<file path="config.mk">
export PLATFORM = sky130hd
export DESIGN_NAME = fxp32s_shift_arbiter_flat
export DESIGN_NICKNAME = d
export VERILOG_FILES = /design/src/rtl/fxp32s_shift_arbiter_if.sv /design/src/rtl/fxp32s_shift_arbiter.sv /design/src/flat_wrapper.sv
export SDC_FILE = /design/constraint.sdc
export NUM_CORES = 1
export LEC_CHECK = 0
export BUFFER_PORTS_ARGS = -buffer_cell sky130_fd_sc_hd__buf_4
export CAP_MARGIN = 10
export CORE_UTILIZATION = 35
export CTS_BUF_LIST = sky130_fd_sc_hd__clkbuf_8
export CTS_CLUSTER_DIAMETER = 150
export DETAILED_ROUTE_END_ITERATION = 7
export PLACE_DENSITY = 0.69
export SYNTH_ARGS = -nofsm -noshare
export SYNTH_HDL_FRONTEND = slang
export SYNTH_SLANG_ARGS = --single-unit
</file>
<file path="constraint.sdc">
create_clock -name i_clk -period 3.6 [get_ports i_clk]
set_input_delay 0.72 -clock i_clk [delete_from_list [all_inputs] [get_ports i_clk]]
set_output_delay 0.72 -clock i_clk [all_outputs]
set_load 0.005 [all_outputs]
</file>
<file path="src/rtl/fxp32s_shift_arbiter_if.sv">
// Request/response bundle between the fixed-point lanes and the shared shifter arbiter.
// master = requester side, slave = arbiter side.
interface fxp32s_shift_arbiter_if #(
  parameter int N   = 4,
  parameter int IDW = 2
);
  logic [N-1:0]    req_valid;
  logic [N-1:0]    req_ready;
  logic [32*N-1:0] req_data;
  logic [32*N-1:0] req_shift;
  logic [N-1:0]    req_sign;
  logic            rsp_valid;
  logic            rsp_ready;
  logic [IDW-1:0]  rsp_id;
  logic [31:0]     rsp_data;

  modport master (
    output req_valid, req_data, req_shift, req_sign, rsp_ready,
    input  req_ready, rsp_valid, rsp_id, rsp_data
  );

  modport slave (
    input  req_valid, req_data, req_shift, req_sign, rsp_ready,
    output req_ready, rsp_valid, rsp_id, rsp_data
  );
endinterface

</file>
<file path="src/rtl/fxp32s_shift_arbiter.sv">
// Round-robin arbiter sharing one fxp32s (sign-magnitude) variable shifter among N lanes,
// with an operand stage (S1) and a result stage (S2) feeding one tagged response channel.
module fxp32s_shift_arbiter #(
  parameter int N   = 4,
  parameter int IDW = 2
) (
  input  logic                  i_clk,
  input  logic                  i_rst,
  fxp32s_shift_arbiter_if.slave bus,
  output logic                  o_busy
);

  logic [IDW-1:0] r_ptr;
  logic           r_s1_v;
  logic [IDW-1:0] r_s1_id;
  logic [31:0]    r_s1_data;
  logic [31:0]    r_s1_shift;
  logic           r_s1_sign;
  logic           r_s2_v;
  logic [IDW-1:0] r_s2_id;
  logic [31:0]    r_s2_data;

  logic           w_s2_adv;
  logic           w_s1_adv;
  logic           w_accept;
  logic [2*N-1:0] w_rot;
  logic           w_found;
  logic [IDW-1:0] w_off;
  logic [IDW:0]   w_sum;
  logic [IDW-1:0] w_gnt_idx;
  logic [IDW-1:0] w_ptr_nxt;
  logic [31:0]    w_sel_data;
  logic [31:0]    w_sel_shift;
  logic           w_sel_sign;
  logic [N-1:0]   w_req_ready;

  // Magnitude bits shift, sign bit is kept; any shift of 32 or more collapses to +0.
  function automatic logic [31:0] fxp_shift(input logic [31:0] d, input logic [31:0] s,
                                            input logic g);
    logic [61:0] ext;
    logic [30:0] mag;
    logic [31:0] res;
    ext = {{31{d[31]}}, d[30:0]};
    if (s[31:5] != 27'd0) begin
      res = 32'd0;
    end else if (g) begin
      mag = 31'(ext >> s[4:0]);
      res = {d[31], mag};
    end else begin
      mag = d[30:0] << s[4:0];
      res = {d[31], mag};
    end
    return res;
  endfunction

  assign w_s2_adv = ~r_s2_v | bus.rsp_ready;
  assign w_s1_adv = r_s1_v & w_s2_adv;
  assign w_accept = ~i_rst & (|bus.req_valid) & (~r_s1_v | w_s2_adv);

  // Rotating the doubled request vector by ptr turns the wrap-around search into a plain
  // lowest-set-bit search; the offset is then folded back modulo N.
  assign w_rot = {bus.req_valid, bus.req_valid} >> r_ptr;

  // First requester at or after ptr
  always_comb begin
    w_found = 1'b0;
    w_off   = '0;
    for (int k = 0; k < N; k++) begin
      if (!w_found && w_rot[k]) begin
        w_found = 1'b1;
        w_off   = IDW'(k);
      end else begin
        w_found = w_found;
      end
    end
  end

  assign w_sum     = {1'b0, r_ptr} + {1'b0, w_off};
  assign w_gnt_idx = (w_sum >= (IDW+1)'(N)) ? IDW'(w_sum - (IDW+1)'(N)) : IDW'(w_sum);
  assign w_ptr_nxt = (w_gnt_idx == IDW'(N-1)) ? '0 : w_gnt_idx + IDW'(1);

  // Operand mux and one-hot ready for the granted requester
  always_comb begin
    w_sel_data  = 32'd0;
    w_sel_shift = 32'd0;
    w_sel_sign  = 1'b0;
    w_req_ready = '0;
    for (int i = 0; i < N; i++) begin
      if (w_gnt_idx == IDW'(i)) begin
        w_sel_data     = bus.req_data[32*i +: 32];
        w_sel_shift    = bus.req_shift[32*i +: 32];
        w_sel_sign     = bus.req_sign[i];
        w_req_ready[i] = w_accept;
      end else begin
        w_req_ready[i] = 1'b0;
      end
    end
  end

  // Pointer, operand stage and result stage
  always_ff @(posedge i_clk or posedge i_rst) begin
    if (i_rst) begin
      r_ptr      <= '0;
      r_s1_v     <= 1'b0;
      r_s1_id    <= '0;
      r_s1_data  <= 32'd0;
      r_s1_shift <= 32'd0;
      r_s1_sign  <= 1'b0;
      r_s2_v     <= 1'b0;
      r_s2_id    <= '0;
      r_s2_data  <= 32'd0;
    end else begin
      if (w_accept) begin
        r_s1_v     <= 1'b1;
        r_s1_id    <= w_gnt_idx;
        r_s1_data  <= w_sel_data;
        r_s1_shift <= w_sel_shift;
        r_s1_sign  <= w_sel_sign;
        r_ptr      <= w_ptr_nxt;
      end else if (w_s1_adv) begin
        r_s1_v <= 1'b0;
      end
      if (w_s2_adv) begin
        r_s2_v    <= r_s1_v;
        r_s2_id   <= r_s1_id;
        r_s2_data <= fxp_shift(r_s1_data, r_s1_shift, r_s1_sign);
      end
    end
  end

  assign bus.req_ready = w_req_ready;
  assign bus.rsp_valid = r_s2_v;
  assign bus.rsp_id    = r_s2_id;
  assign bus.rsp_data  = r_s2_data;
  assign o_busy        = r_s1_v | r_s2_v;

endmodule

</file>
<file path="src/flat_wrapper.sv">
// flat-port wrapper written by rule: the top's interface ports become plain ports
module fxp32s_shift_arbiter_flat 
#(
  parameter int N   = 4,
  parameter int IDW = 2
)
  (i_clk, i_rst, o_busy, bus_req_valid, bus_req_data, bus_req_shift, bus_req_sign, bus_rsp_ready, bus_req_ready, bus_rsp_valid, bus_rsp_id, bus_rsp_data);
  fxp32s_shift_arbiter_if #(.N(N), .IDW(IDW)) bus_i ();
  input  logic i_clk;
  input  logic i_rst;
  output logic o_busy;
  input wire logic [$bits(bus_i.req_valid)-1:0] bus_req_valid;
  input wire logic [$bits(bus_i.req_data)-1:0] bus_req_data;
  input wire logic [$bits(bus_i.req_shift)-1:0] bus_req_shift;
  input wire logic [$bits(bus_i.req_sign)-1:0] bus_req_sign;
  input wire logic [$bits(bus_i.rsp_ready)-1:0] bus_rsp_ready;
  output wire logic [$bits(bus_i.req_ready)-1:0] bus_req_ready;
  output wire logic [$bits(bus_i.rsp_valid)-1:0] bus_rsp_valid;
  output wire logic [$bits(bus_i.rsp_id)-1:0] bus_rsp_id;
  output wire logic [$bits(bus_i.rsp_data)-1:0] bus_rsp_data;
  assign bus_i.req_valid = bus_req_valid;
  assign bus_i.req_data = bus_req_data;
  assign bus_i.req_shift = bus_req_shift;
  assign bus_i.req_sign = bus_req_sign;
  assign bus_i.rsp_ready = bus_rsp_ready;
  assign bus_req_ready = bus_i.req_ready;
  assign bus_rsp_valid = bus_i.rsp_valid;
  assign bus_rsp_id = bus_i.rsp_id;
  assign bus_rsp_data = bus_i.rsp_data;
  fxp32s_shift_arbiter #(.N(N), .IDW(IDW)) u_core (.i_clk(i_clk), .i_rst(i_rst), .bus(bus_i), .o_busy(o_busy));
endmodule
</file>
# ---- After elaboration in Yosys (flattened, before gate mapping)
# Cells that the tools add are included.
dict set report totals {
  reg_bits 105
  inputBits 267
  out_inout_bits 40
}
dict set report classes {
  addsub 3
  magnitude_cmp 1
  n_eq_ne 3
  shifts 3
  muxes 28
  bitwise_logic 9
  n_reduce_logical 10
}
# cell n
set ops {}
lappend ops {{two-way mux 32 bit} 9}
lappend ops {{right shift 62 x 5 -> 31 bit} 1}
lappend ops {{two-way mux 31 bit} 1}
lappend ops {{<< shifter 31 x 5 -> 31 bit} 1}
lappend ops {{nonzero test 27 bit} 1}
lappend ops {{two-way mux 1 bit} 14}
lappend ops {{two-way mux 2 bit} 4}
lappend ops {{right shift 8 x 2 -> 4 bit} 1}
lappend ops {{== test 2 bit, second input constant} 2}
lappend ops {{OR reduction 4 bit} 1}
lappend ops {{adder 2 x 2 -> 3 bit} 1}
lappend ops {{bitwise AND 1 bit} 3}
lappend ops {{>= comparator 3 bit, second input constant} 1}
lappend ops {{logical AND 1 bit} 3}
lappend ops {{logical NOT 1 bit} 3}
lappend ops {{inverter 1 bit} 3}
lappend ops {{bitwise OR 1 bit} 3}
lappend ops {{adder 2 x 1 -> 2 bit, second input constant} 1}
lappend ops {{== test 2 x 1 -> 1 bit, second input constant} 1}
lappend ops {{logical NOT 2 bit} 1}
lappend ops {{nonzero test 2 bit} 1}
lappend ops {{subtractor 2 x 1 -> 2 bit, second input constant} 1}

# ---- Longest topological paths before layout
# Gate-level depths: netlist of the first run.
dict set report logic_depth {
  word_depth 19
  mapped_depth 14
  mapped_depth_nobuf 12
}

# ---- Worst setup path after synthesis of the first run
# Ideal clock, no wire load.
dict set report synth_timing {
  path_type {in2out}
  from {in bus_req_valid[2]}
  to {out bus_req_ready[3]}
  arrival_ns 2.841
  path_slack_ns 0.039
  path_stages 12
  cell_sequence {buf_2 nor2_1 a221oi_1 o221ai_1 ha_1 xor2_1 inv_1 ha_1 clkbuf_1 clkbuf_1 clkbuf_1 and2_1}
}
dict set report synth_between {
  elab_chain_cells 16
}
# element line_no
set synth_rtl {}
lappend synth_rtl {{from (decl)} flat_wrapper.sv:12} ;# input wire logic [$bits(bus_i.req_valid)-1:0] bus_req_valid;
lappend synth_rtl {{right shift 8 x 2 -> 4 bit *} fxp32s_shift_arbiter.sv:62} ;# assign w_rot = {bus.req_valid, bus.req_valid} >> r_ptr;
lappend synth_rtl {{two-way mux 1 bit} fxp32s_shift_arbiter.sv:69} ;# if (!w_found && w_rot[k]) begin
lappend synth_rtl {{logical NOT 1 bit} fxp32s_shift_arbiter.sv:69}
lappend synth_rtl {{logical AND 1 bit} fxp32s_shift_arbiter.sv:69}
lappend synth_rtl {{two-way mux 1 bit} fxp32s_shift_arbiter.sv:69}
lappend synth_rtl {{logical NOT 1 bit} fxp32s_shift_arbiter.sv:69}
lappend synth_rtl {{logical AND 1 bit} fxp32s_shift_arbiter.sv:69}
lappend synth_rtl {{two-way mux 1 bit} fxp32s_shift_arbiter.sv:69}
lappend synth_rtl {{logical NOT 1 bit} fxp32s_shift_arbiter.sv:69}
lappend synth_rtl {{logical AND 1 bit} fxp32s_shift_arbiter.sv:69}
lappend synth_rtl {{two-way mux 2 bit *} fxp32s_shift_arbiter.sv:69}
lappend synth_rtl {{adder 2 x 2 -> 3 bit *} fxp32s_shift_arbiter.sv:78} ;# assign w_sum = {1'b0, r_ptr} + {1'b0, w_off};
lappend synth_rtl {{>= comparator 3 bit or subtractor 2 x 1 -> 2 bit (tied branches)} fxp32s_shift_arbiter.sv:79} ;# assign w_gnt_idx = (w_sum >= (IDW+1)'(N)) ? IDW'(w_sum - (IDW+1)'(N)) : IDW'(w_sum);
lappend synth_rtl {{two-way mux 2 bit *} fxp32s_shift_arbiter.sv:79}
lappend synth_rtl {{named net u_core.w_gnt_idx[1]} fxp32s_shift_arbiter.sv:30} ;# logic [IDW-1:0] w_gnt_idx;
lappend synth_rtl {{== test 2 bit *} fxp32s_shift_arbiter.sv:89} ;# if (w_gnt_idx == IDW'(i)) begin
lappend synth_rtl {{two-way mux 1 bit *} fxp32s_shift_arbiter.sv:89}
lappend synth_rtl {{to (decl)} flat_wrapper.sv:17} ;# output wire logic [$bits(bus_i.req_ready)-1:0] bus_req_ready;
# Mark *: on every way through the listed nets, which the timed path passes. The rest lies on a longest branch.

# ---- Worst setup path after layout of the first run
dict set report layout_timing {
  from {reg u_core.r_ptr[0]}
  to {out bus_req_ready[2]}
}
dict set report layout_between {
  elab_chain_cells 16
}
# element line_no
set layout_rtl {}
lappend layout_rtl {{from (decl)} fxp32s_shift_arbiter.sv:13} ;# logic [IDW-1:0] r_ptr;
lappend layout_rtl {{from (signal assigned)} fxp32s_shift_arbiter.sv:119} ;# r_ptr <= w_ptr_nxt;
lappend layout_rtl {{right shift 8 x 2 -> 4 bit} fxp32s_shift_arbiter.sv:62}
lappend layout_rtl {{two-way mux 1 bit} fxp32s_shift_arbiter.sv:69}
lappend layout_rtl {{logical NOT 1 bit} fxp32s_shift_arbiter.sv:69}
lappend layout_rtl {{logical AND 1 bit} fxp32s_shift_arbiter.sv:69}
lappend layout_rtl {{two-way mux 1 bit} fxp32s_shift_arbiter.sv:69}
lappend layout_rtl {{logical NOT 1 bit} fxp32s_shift_arbiter.sv:69}
lappend layout_rtl {{logical AND 1 bit} fxp32s_shift_arbiter.sv:69}
lappend layout_rtl {{two-way mux 1 bit} fxp32s_shift_arbiter.sv:69}
lappend layout_rtl {{logical NOT 1 bit} fxp32s_shift_arbiter.sv:69}
lappend layout_rtl {{logical AND 1 bit} fxp32s_shift_arbiter.sv:69}
lappend layout_rtl {{two-way mux 2 bit} fxp32s_shift_arbiter.sv:69}
lappend layout_rtl {{adder 2 x 2 -> 3 bit *} fxp32s_shift_arbiter.sv:78}
lappend layout_rtl {{>= comparator 3 bit or subtractor 2 x 1 -> 2 bit (tied branches)} fxp32s_shift_arbiter.sv:79}
lappend layout_rtl {{two-way mux 2 bit *} fxp32s_shift_arbiter.sv:79}
lappend layout_rtl {{named net u_core.w_gnt_idx[1]} fxp32s_shift_arbiter.sv:30}
lappend layout_rtl {{== test 2 bit *} fxp32s_shift_arbiter.sv:89}
lappend layout_rtl {{two-way mux 1 bit *} fxp32s_shift_arbiter.sv:89}
# Marks and branches as above.

==> out/metrics.cfg, run 1 <==
[run_status]
status=completed

[floorplan]
dieArea_um2=31300
coreArea_um2=29900
fp.dieH_um=177
core.rowCount=63
initial_core_util_pct=35.8
dieWidth_um=177
io_pins=307

[global_routing]
overflow=0
grt_pass1_wl_um=65900
antenna_found_initial=0
grt_use_total_pct=27.9
grt_start_max_net_pins=111
grt_pass1_vias=10876

[clock_tree]
insertion_delay_ns=0.42
cts.reportedPaths.clkPinSlew_ns=0.12
clock-sinks=105
htree_levels=3
cts_tree=done
numCtsBuffers=9
root_buffer=clkbuf_8
postCtsSetupBuffers=0
clock_path_buffers=2

[sta]
fin_crit_sh_pct=95.7
fin_hold_ws_ns=0.427
fmax_ghz=0.290
finalHoldViolations=0
max-slew-margin-rel_pct=36.0
slew_violations=0
period_needed_ns=3.44
setup_slack_ns=0.155
clock_skew_ns=0.0296
tightest_slew_ns=0.951
setup_violations=0

[min_path]
hold_path.class=primary input to asynchronous set/reset pin

[route]
vias_per_cell=6.17
avgRoutedWirePerCell_um=23.9
drc=0
drt_wl_total_um=43500
drtAntennaViolNets=0
vias=11246
drt_iter0_drc=1282
firstDrtPassIters=7

[job]
max_cap_violations=0

[placed_design]
place_congestion=0.983
dp_slack_ns=-0.0300
postPlaceCellArea_um2=13300
io_buffers=306
dp_hpwl_um=32700

[yosys]
syn_area_um2=10700
syn_nets=1485
yosys_most_used_dff=dfrtp_1
async_flop_share_pct=100
seq_area_frac_synth_pct=24.5
synth-seq-cells=105
yosysUniqueCellTypes=70
netlist_instances=1213
synth_edf_count=0
syn_avg_cell_area_um2=8.82
ys_warn_count=0

[worst_setup_path]
crit_arrival_ns=2.72
cp-end-kind=primary output
crit_path_top_delay_cell=dfrtp_1
crit_type=register to primary output
path_common_cell=inv_1
required_ns=2.88
worstPathMaxFanout=8
startpoint_type=register
critical_path.max_stage_delay_ns=0.49
critPathTopFamily=flip-flops
worstPathBufferInverterCount=3
path_cells=inv_1 -> nor2_1 -> a221oi_1 -> o221ai_1 -> ha_1 -> xor2_2 -> inv_1 -> ha_4 -> and2_1 -> buf_4

[final_layout]
nets=1699
n_antenna_cell=0
drive_gt1_share_pct=33.4
utilization_pct=45.1
regArea_um2=2640
finalInstanceArea_um2=13500
multi_input_area_um2=7340
area_growth_pct=25.9
nFillCells=2936

[pwr]
p_per_area_nw_per_um2=1160
p_leak_nw=5.56
vdd.ir_drop.worst_mv=0.667

## layer usage
layer / up-vias / track usage (%) / routed length (um)
met5: - / 0 / 0
met4: 0 / 8.55 / 1230
met3: 76 / 8.40 / 4860
met2: 683 / 43.0 / 19700
met1: 5384 / 37.3 / 17800
li1: 5103 / - / -
## cells in the final DEF (no fill, tap or decap), types with 11 or more instances in the layout
cell type,n
a21oi_1,162
a221oi_1,68
a22oi_1,17
buf_4,341
dfrtp_1,101
inv_1,11
mux2_2,18
mux2i_1,52
mux4_1,14
mux4_2,72
nand2_1,62
nand3_1,22
nor2_1,118
nor2b_1,70
nor3_1,81
o211ai_1,12
o21ai_0,31
## per-stage QoR
step                TNS (ns)  cells  power (mW)
global placement           0   1806        14.4
detailed placement   -0.0300   1806        14.5
global route        -0.00391   1822        16.7
CTS                        0   1822        15.4
floorplan                  0   1213        10.9
finish                     0   1822        15.6
## final timing paths
path | start | slack, ns | cells past startpoint | endpoint
worst max-delay path | u_core.r_ptr[0] | 0.16 | 10 | bus_req_ready[2]
worst max register to register | u_core.r_ptr[0] | 0.28 | 13 | u_core.r_s1_shift[1]
max in group asynchronous | i_rst | 2.34 | 3 | u_core.bus.rsp_data[14]
min in group i_clk | u_core.r_s1_id[1] | 0.49 | 2 | u_core.bus.rsp_id[1]
worst min register to register | u_core.r_s1_id[1] | 0.49 | 2 | u_core.bus.rsp_id[1]
worst min-delay path | i_rst | 0.43 | 2 | u_core.bus.rsp_valid
## synth_stat cells (17+ instances only)
master	n	area (um2)
nand3_1	22	110
o21ai_0	31	155
a21oi_1	162	811
nand2_1	62	233
mux4_2	72	1620
buf_2	26	130
a22oi_1	17	128
nor2_1	118	443
mux2_2	18	203
nor2b_1	72	450
nor3_1	81	405
mux2i_1	52	521
dfrtp_1	105	2630
a221oi_1	68	596
clkbuf_1	95	357
## state kept, by name, summed over array words and instances (netlist names)
name                  flops
u_core.r_s1_data         32
u_core.bus.rsp_id         2
u_core.bus.rsp_valid      1
u_core.r_ptr              2
u_core.r_s1_shift        32
u_core.bus.rsp_data      32
u_core.r_s1_id            2
u_core.r_s1_v             1
u_core.r_s1_sign          1
## worst register-to-register path: cells and delay by family (launching register included)
family	cells	cell delay (ns)
buf+inv	3	0.47
simple gates	3	0.31
flops	1	0.49
fa+ha+maj	2	0.71
compound gates	5	1.22
## timing repair
action	CTS	global route
gates resized for setup	0	1
endpoints found under the setup margin	0	5
hold buffers	0	0
## power breakdown
part	switching [mW]	leakage, nW	internal (mW)
Combinational	6.65	4.17	5.27
Clock	0.525	0.107	0.284
Sequential	1.31	1.28	1.60
## logic make-up after synthesis
| group | share of synthesized area [%] |
|---|---|
| mux | 25.5 |
| buf+inv | 7.36 |
| fa+ha+maj | 0.584 |
| xor+xnor | 0.0818 |
| compound gates | 23.1 |
| flops | 24.5 |
| simple gates | 18.9 |
## layout make-up
| type | count | share of cell area (%) |
|---|---|---|
| Multi-Input combinational cell | 947 | 54.5 |
| Clock buffer | 9 | 0.919 |
| Timing Repair Buffer | 350 | 20.3 |
| Inverter | 14 | 0.408 |
| Tap cell | 390 | 3.62 |
| Sequential cell | 105 | 19.6 |
| Clock inverter | 7 | 0.659 |
(Power assumes the default switching activity.)
==> inputs of run 2 (changes only) <==
--- a/config.mk
+++ b/config.mk
@@ -7,11 +7,13 @@
 export LEC_CHECK = 0
 export BUFFER_PORTS_ARGS = -buffer_cell sky130_fd_sc_hd__buf_4
 export CAP_MARGIN = 10
-export CORE_UTILIZATION = 35
+export CELL_PAD_IN_SITES_DETAIL_PLACEMENT = 2
+export CELL_PAD_IN_SITES_GLOBAL_PLACEMENT = 2
+export CORE_UTILIZATION = 29
 export CTS_BUF_LIST = sky130_fd_sc_hd__clkbuf_8
 export CTS_CLUSTER_DIAMETER = 150
 export DETAILED_ROUTE_END_ITERATION = 7
-export PLACE_DENSITY = 0.69
+export PLACE_DENSITY = 0.89
 export SYNTH_ARGS = -nofsm -noshare
 export SYNTH_HDL_FRONTEND = slang
 export SYNTH_SLANG_ARGS = --single-unit
==> run 2 against run 1 <==
Net effect:
- the flow now finishes with violations (design-rule violations)
- global-route usage shrank 0.15 points
- maximum frequency shrank 1.2%
- total power grew 5.6%
- sequential share of layout area shrank 0.27 points
- utilization shrank 7.6 points
- clock power grew 1%
- non-clock buffer count grew 14
- combinational power grew 6%
- sequential cell count is the same
- wire length grew 23%
- final area grew 1.5%
- critical path type unchanged
- largest power group unchanged
==> out/metrics.cfg, run 2 (same netlist as run 1, synthesis figures left out) <==
[run_status]
status=finished, violations left
violations=design-rule violations

[floorplan]
io_pins=307  ; unchanged
initial_core_util_pct=29.4  ; -6.5 points
core.rowCount=70  ; +11%
fp.dieH_um=194  ; +9.7%
dieWidth_um=194  ; +9.7%
coreArea_um2=36400  ; +22%
dieArea_um2=37700  ; +20%

[global_routing]
grt_pass1_wl_um=80200  ; +22%
busiest_layer=met2
antenna_found_initial=4  ; +4
grt_pass1_vias=12799  ; +18%
use_met3_pct=5.67  ; -2.7 points
grt_start_max_net_pins=123  ; +11%
overflow=0  ; unchanged
grt_use_total_pct=27.7  ; -0.15 points
met1_usage_pct=35.1  ; -2.3 points
grt_util_met2_pct=46.2  ; +3.2 points

[clock_tree]
ctsHoldBuffers=0  ; unchanged
cts.reportedPaths.clkPinSlew_ns=0.12  ; about the same
numCtsBuffers=9  ; unchanged
htree_levels=3  ; unchanged
cts_tree=done
clock-sinks=105  ; unchanged
insertion_delay_ns=0.43  ; about the same
root_buffer=clkbuf_8
clock_path_buffers=2  ; unchanged

[worst_setup_path]
crit_arrival_ns=2.77  ; +0.05 ns
startpoint_type=register
crit_type=register to primary output
reg2reg_slack_ns=0.21  ; -0.07 ns
cp-end-kind=primary output
worstPathMaxFanout=8  ; unchanged
required_ns=2.88  ; about the same
r2r_start=u_core.r_ptr[0]
cp-startpoint=u_core.r_ptr[0]

[route]
avgRoutedWirePerCell_um=27.8  ; +17%
vias=12030  ; +7.0%
vias_per_cell=6.27  ; +1.6%
drt_iter0_drc=1185  ; -7.6%
drt_wl_total_um=53400  ; +23%
drc=1  ; +1
firstDrtPassIters=8  ; +1
drtAntennaViolNets=0  ; unchanged

[pwr]
vdd.ir_drop.worst_mv=0.658  ; -1.4%
fin_total_pwr_mw=16.5  ; +5.6%
p_per_area_nw_per_um2=1210  ; +4.1%
p_leak_nw=5.63  ; +1.2%

[sta]
finalSetupTns_ns=0  ; unchanged
setup_violations=0  ; unchanged
slew_violations=0  ; unchanged
clock_skew_ns=0.0245  ; -0.00507 ns
setup_slack_ns=0.115  ; -0.0403 ns
finalHoldViolations=0  ; unchanged
tightest_slew_ns=1.28  ; +0.332 ns
fin_crit_sh_pct=96.8  ; +1.1 points
period_needed_ns=3.49  ; +0.0403 ns
rsz0062_at_grt=false
max-slew-margin-rel_pct=14.4  ; -22 points
fmax_ghz=0.287  ; -1.2%

[min_path]
hold_path.class=primary input to asynchronous set/reset pin

[placed_design]
dp_hpwl_um=40500  ; +24%
dp_slack_ns=-0.155  ; -0.125 ns
io_buffers=306  ; unchanged
place_congestion=0.977  ; -0.57%

[final_layout]
regArea_um2=2640  ; about the same
nFillCells=4086  ; +39%
nets=1713  ; +0.82%
utilization_pct=37.5  ; -7.6 points
drive_gt1_share_pct=34.2  ; +0.71 points
area_growth_pct=27.8
final_common_cell=buf_4
final_cell_mix=356 x buf_4, 162 x a21oi_1, 118 x nor2_1, 100 x dfrtp_1, 81 x nor3_1
multi_input_area_um2=7340  ; unchanged

[job]
max_cap_violations=0  ; unchanged

==> run 2: path summary, 6_finish.rpt <==
path	end	cells past startpoint
setup / recovery	bus_req_ready[1]	10
hold / removal	u_core.bus.rsp_valid	2
setup reg to reg	u_core.r_s1_shift[0]	14
hold reg to reg	u_core.bus.rsp_data[15]	2
max in group asynchronous	u_core.r_s1_shift[26]	3
min in group i_clk	u_core.bus.rsp_data[15]	2
==> run 2: layout make-up <==
cell class / count / share of cell area [%]
Clock inverter: 7 / 0.613
Tap cell: 468 / 4.28
Antenna cell: 4 / 0.0732
Clock buffer: 9 / 0.906
Multi-Input combinational cell: 947 / 53.7
Sequential cell: 105 / 19.3
Inverter: 14 / 0.403
Timing Repair Buffer: 364 / 20.7
==> run 2: timing repair <==
| item | 4_1_cts | 5_1_grt |
|---|---|---|
| buffers inserted | 1 | 5 |
| pin swaps | 0 | 1 |
| setup endpoints to repair | 2 | 8 |
| resized for setup | 1 | 1 |
==> run 2: worst max-delay path: stages, from the launching register on <==
cell	delay, ns
dfrtp_2	0.48
inv_1	0.14
nor2_1	0.08
a221oi_1	0.31
o221ai_1	0.18
ha_1	0.25
xor2_2	0.24
buf_4	0.17
ha_2	0.24
and2_1	0.15
buf_4	0.12
==> run 2: routing by layer <==
layer / up-vias / share of wire [%]
met5: - / 0
met4: 0 / 3.5
met3: 109 / 8.3
met2: 680 / 49
met1: 6115 / 39
li1: 5126 / -
==> run 2: through the flow <==
step / area [um2] / cells / hold slack (ns)
floorplan: 10700 / 1213 / 0.442
global placement: 13400 / 1892 / 0.459
detailed placement: 13400 / 1892 / 0.482
CTS: 13600 / 1909 / 0.488
global route: 13700 / 1918 / 0.519
finish: 13700 / 1918 / 0.464
==> run 2: power by group <==
group          switching (mW)  leakage [nW]  internal, mW
clock network           0.540         0.103         0.279
logic                    7.24          4.24          5.37
registers                1.50          1.28          1.60
total                    9.28          5.63          7.24
